File: src/rtl/ltl_report_pkg.sv
// Shared constants and the report FIFO entry layout for the LTL report buffer.
package ltl_report_pkg;

    localparam int NREP_DEF  = 4;
    localparam int OFF_W_DEF = 16;
    localparam int DEPTH_DEF = 8;

    typedef struct packed {
        logic [OFF_W_DEF-1:0] offset;
        logic [NREP_DEF-1:0]  report;
    } report_entry_t;

endpackage

File: src/rtl/ltl_report_fifo.sv
// Synchronous queue of report entries; the head is read straight from registered storage.
module ltl_report_fifo
    import ltl_report_pkg::*;
#(
    parameter type entry_t = report_entry_t,
    parameter int  DEPTH   = DEPTH_DEF
) (
    input  logic   clk,
    input  logic   reset,
    input  logic   push,
    input  entry_t push_data,
    input  logic   pop,
    output entry_t head,
    output logic   full,
    output logic   empty
);

    localparam int AW = $clog2(DEPTH);

    entry_t          mem [DEPTH];
    logic [AW-1:0]   wr_ptr;
    logic [AW-1:0]   rd_ptr;
    logic [AW:0]     count;
    logic            do_push;
    logic            do_pop;

    assign full    = (count == (AW+1)'(DEPTH));
    assign empty   = (count == '0);
    assign do_pop  = pop && !empty;
    // When full, a simultaneous pop frees the slot the push writes into.
    assign do_push = push && (!full || do_pop);
    assign head    = mem[rd_ptr];

    always_ff @(posedge clk) begin
        if (reset) begin
            wr_ptr <= '0;
            rd_ptr <= '0;
            count  <= '0;
            // Storage is cleared so the head reads zero until the first push.
            for (int i = 0; i < DEPTH; i++) mem[i] <= '0;
        end else begin
            if (do_push) begin
                mem[wr_ptr] <= push_data;
                wr_ptr      <= wr_ptr + 1'b1;
            end
            if (do_pop) rd_ptr <= rd_ptr + 1'b1;
            case ({do_push, do_pop})
                2'b10:   count <= count + 1'b1;
                2'b01:   count <= count - 1'b1;
                default: count <= count;
            endcase
        end
    end

endmodule

File: src/rtl/ltl_report_buffer.sv
// Tags active automaton reports with the symbol offset and queues them, tracking dropped reports.
module ltl_report_buffer
    import ltl_report_pkg::*;
#(
    parameter int NREP  = NREP_DEF,
    parameter int OFF_W = OFF_W_DEF,
    parameter int DEPTH = DEPTH_DEF
) (
    input  logic             clk,
    input  logic             reset,
    input  logic             run,
    input  logic [NREP-1:0]  report_in,
    output logic             out_valid,
    input  logic             out_ready,
    output logic [OFF_W-1:0] out_offset,
    output logic [NREP-1:0]  out_report,
    output logic             overflow,
    output logic [7:0]       drop_count,
    input  logic             clear_ovf
);

    typedef struct packed {
        logic [OFF_W-1:0] offset;
        logic [NREP-1:0]  report;
    } entry_t;

    function automatic logic [7:0] sat_inc(input logic [7:0] v);
        return (v == 8'hFF) ? v : v + 8'd1;
    endfunction

    logic [OFF_W-1:0] offset_cnt;
    logic             push_req;
    logic             pop;
    logic             full;
    logic             empty;
    logic             drop;
    entry_t           push_entry;
    entry_t           head;

    assign push_req   = run && (report_in != '0);
    assign pop        = out_valid && out_ready;
    assign drop       = push_req && full && !pop;
    assign push_entry = '{offset: offset_cnt, report: report_in};

    assign out_valid  = !empty;
    assign out_offset = head.offset;
    assign out_report = head.report;

    ltl_report_fifo #(
        .entry_t (entry_t),
        .DEPTH   (DEPTH)
    ) u_fifo (
        .clk       (clk),
        .reset     (reset),
        .push      (push_req),
        .push_data (push_entry),
        .pop       (pop),
        .head      (head),
        .full      (full),
        .empty     (empty)
    );

    always_ff @(posedge clk) begin
        if (reset) offset_cnt <= '0;
        else if (run) offset_cnt <= offset_cnt + 1'b1;
    end

    // A drop in the same cycle as clear restarts the count at one.
    always_ff @(posedge clk) begin
        if (reset) begin
            overflow   <= 1'b0;
            drop_count <= 8'd0;
        end else if (drop) begin
            overflow   <= 1'b1;
            drop_count <= clear_ovf ? 8'd1 : sat_inc(drop_count);
        end else if (clear_ovf) begin
            overflow   <= 1'b0;
            drop_count <= 8'd0;
        end
    end

endmodule

File: config.mk
export PLATFORM = sky130hd
export DESIGN_NAME = ltl_report_buffer
export DESIGN_NICKNAME = d
export VERILOG_FILES = /design/src/rtl/ltl_report_pkg.sv /design/src/rtl/ltl_report_fifo.sv /design/src/rtl/ltl_report_buffer.sv
export SDC_FILE = /design/constraint.sdc
export NUM_CORES = 1
export LEC_CHECK = 0
export BUFFER_PORTS_ARGS = -buffer_cell sky130_fd_sc_hd__buf_2
export CAP_MARGIN = 0
export CORE_MARGIN = 5
export CORE_UTILIZATION = 34
export CTS_CLUSTER_DIAMETER = 30
export DETAILED_ROUTE_END_ITERATION = 8
export SLEW_MARGIN = 20
export SYNTH_ARGS = -nofsm -noshare
export SYNTH_HDL_FRONTEND = slang
export SYNTH_HIERARCHICAL = 1
export SYNTH_SLANG_ARGS = --single-unit
File: constraint.sdc
create_clock -name clk -period 3.25 [get_ports clk]
set_input_delay 0.325 -clock clk [delete_from_list [all_inputs] [get_ports clk]]
set_output_delay 0.325 -clock clk [all_outputs]
set_load 0.02 [all_outputs]
==> metrics <==
wire per inst 19.1 µm; final setup vio count 0; Final GP Congestion 0.755; top layer in use met4; Tmin final around 2600 ps; total CTS buffers 17; worst skew pair latency 420 ps; Yosys Warn Count 6; largest net degree at the start of global routing 41; via count 5054; unique cell type count in the Yosys netlist 50; PwrDens 605 mW/mm²; top cell type's share of synthesized area 53.2%; Critical Path RT 3560 ps; Hold-fix buffers, CTS 0; drt pass-1 iters 4; routed wire length 19500 µm; clk root buf clkbuf_16; status completed; final hold vios 0; met1 WL slightly below 9000 µm; # IOs 39; metal2 WL around 9700 µm; Die Span Y 173 µm; Syn Nets 653; vias in the first global route 5321; Max-slew headroom between 50% and 60%; layout cells sized above 1 25.7%; Crit. End Element flip-flop; asr flop ratio synth 0%; clk_skew 8.27 ps; core area 0.0261 mm²; Worst-path clk slew 70 ps; Max clock buf depth 2; ranking of synthesized cells by area edfxtp_1, and2_1, mux4_2; grt ovf 0; Seq/Total Area, Yosys 61.6%; die area 0.0299 mm²; Final Util 39.4%; DP Area 0.00969 mm²; Ant. Diodes 0; # resized after CTS 0; number of port buffers 38; Setup TNS Final 0 ps; H-tree depth 4; Mapped Cells roughly 640; fin area 0.0103 mm²; WL met3 673 µm; Initial Util around a third; register bit total from synthesis ~200; TritonCTS Sinks 198; initial DRC count 303; worst min path class in -> reg; Routed Antenna Nets 0; GRT Resource Usage Total between 10% and 20%; final slew viol count 0; Tcrit/Tclk final 81.1%; detailed placement HPWL 11300 µm; CP Class reg -> reg; Leak 3.71 nW; Final nets between 600 and 700; Post-CTS Setup Repair Bufs 0; drc violations 0; Mean Syn Cell Area 14.2 µm²; initial antenna violation count 0; CP Data Arrival Time 2950 ps; chip width 173 µm; Fmax 380 MHz; CP Max Fanout 8; fill cell count 2436; max_cap viols 0; Syn Std Cell Area 0.00904 mm²; number of synthesized flops with an enable pin 160; ys flop type edfxtp_1; first-pass GRT wire length 31100 µm; unrepaired setup endpoints after global routing no; cell row count 59; P&R area growth vs syn 13.8%; peak supply drop between 0.0003 and 0.0004 V; worst slew pin tran 690 ps; CP Launch Type flip-flop; largest area contributor in the netlist edfxtp_1; vias per cell roughly 5; CTS tree done; Pwr Total about 6.2 mW
[stage by stage]
step	hold WS [ps]	cells	setup slack, ps
floorplan	461	637	560
global placement	470	988	579
detailed placement	472	988	539
CTS	187	1020	589
global route	214	1020	423
finish	208	1020	615
[area by class of cell]
cell class,instances,area (µm²),share of cell area (%)
clock inverter,14,168,1.63
multi-input combinational,390,3320,32.2
clock buffer,18,429,4.17
sequential,198,5570,54.1
inverter,8,30.0,0.292
tap,335,419,4.07
timing repair buffer,57,358,3.48
[cell usage after synthesis, types with 2 or more instances]
cell and instances:
buf_2 11, nand4_1 5, and3_1 3, o21bai_1 4
nor4b_1 2, nor4_1 6, edfxtp_1 160, and2_1 161
and4_1 2, nand2b_1 2, or4_1 3, inv_1 8
ha_1 6, o311ai_0 2, o211ai_1 2, xor2_1 7
nor2_1 32, a211oi_1 2, nand2_1 9, dfxtp_1 38
nor2b_1 4, mux2i_1 6, xnor2_1 10, mux2_2 22
a21oi_1 10, nand3_1 9, o41ai_1 4, mux4_2 40
o21ai_0 3, or3_1 4, nor3_1 6, clkbuf_1 28
or2_2 9
[worst max-delay path: stages (launching register included)]
cell,delay (ps)
dfxtp_1,490
nor4_1,100
nor2b_1,200
o41ai_2,170
or2_2,340
inv_1,90
ha_1,230
a21o_1,180
a21oi_1,180
mux2i_1,220
mux2_1,330
[registers in the layout (all words and copies together), names as in the netlist, named ones only]
| name | cells |
|---|---|
| u_fifo/mem | 160 |
| u_fifo/wr_ptr | 3 |
| offset_cnt | 16 |
| u_fifo/count | 4 |
| u_fifo/rd_ptr | 3 |
| drop_count | 8 |
| overflow | 1 |
[power by group]
part | internal (mW) | leakage, nW | total, mW | switching [mW]
Combinational | 0.527 | 1.47 | 1.13 | 0.604
Clock | 1.16 | 0.284 | 2.13 | 0.967
Sequential | 2.88 | 1.95 | 2.97 | 0.0893
[routing by layer]
| metal | vias up | global-route usage [%] |
|---|---|---|
| met5 | - | 0 |
| met4 | 0 | 3.13 |
| met3 | 13 | 2.07 |
| met2 | 93 | 22.6 |
| met1 | 2550 | 18.1 |
| li1 | 2398 | - |
[cell families (layout without fill, tap and decap cells)]
logic type	after synthesis	count (layout)	share of synthesized area, %
buffers and inverters	49	97	2.27
adders and majority gates	7	7	1.05
xor gates and xnor gates	17	17	1.65
muxes	69	69	13.5
and+or+nand+nor	262	262	17.0
DFF	198	198	61.6
AOI/OAI and AO/OA	35	35	2.92
[placed cells by master, fill, tap and decap left out, types with 5 or more instances in the layout]
cell type  synthesis  layout
nand3_1            9       9
nor2_1            32      32
mux2i_1            6       6
clkbuf_16          0      17
inv_1              8       8
nand4_1            5       5
a21oi_1           10      10
buf_4              0      17
xnor2_1           10      10
xor2_1             7       7
mux4_2            40      40
edfxtp_1         160     160
dfxtp_1           38      36
buf_2             11      38
ha_1               6       6
nand2_1            9       9
or2_2              9       9
and2_1           161     161
mux2_2            22      22
[final timing paths]
kind                        start               to  slack [ps]  cells after the start
setup / recovery  u_fifo/count[0]  u_fifo/count[3]         620                     10
setup reg to reg  u_fifo/count[0]  u_fifo/count[3]         620                     10
hold reg to reg          overflow         overflow         490                      2
hold / removal          clear_ovf    drop_count[0]         210                      2
Power figures use the tool's default switching activity.
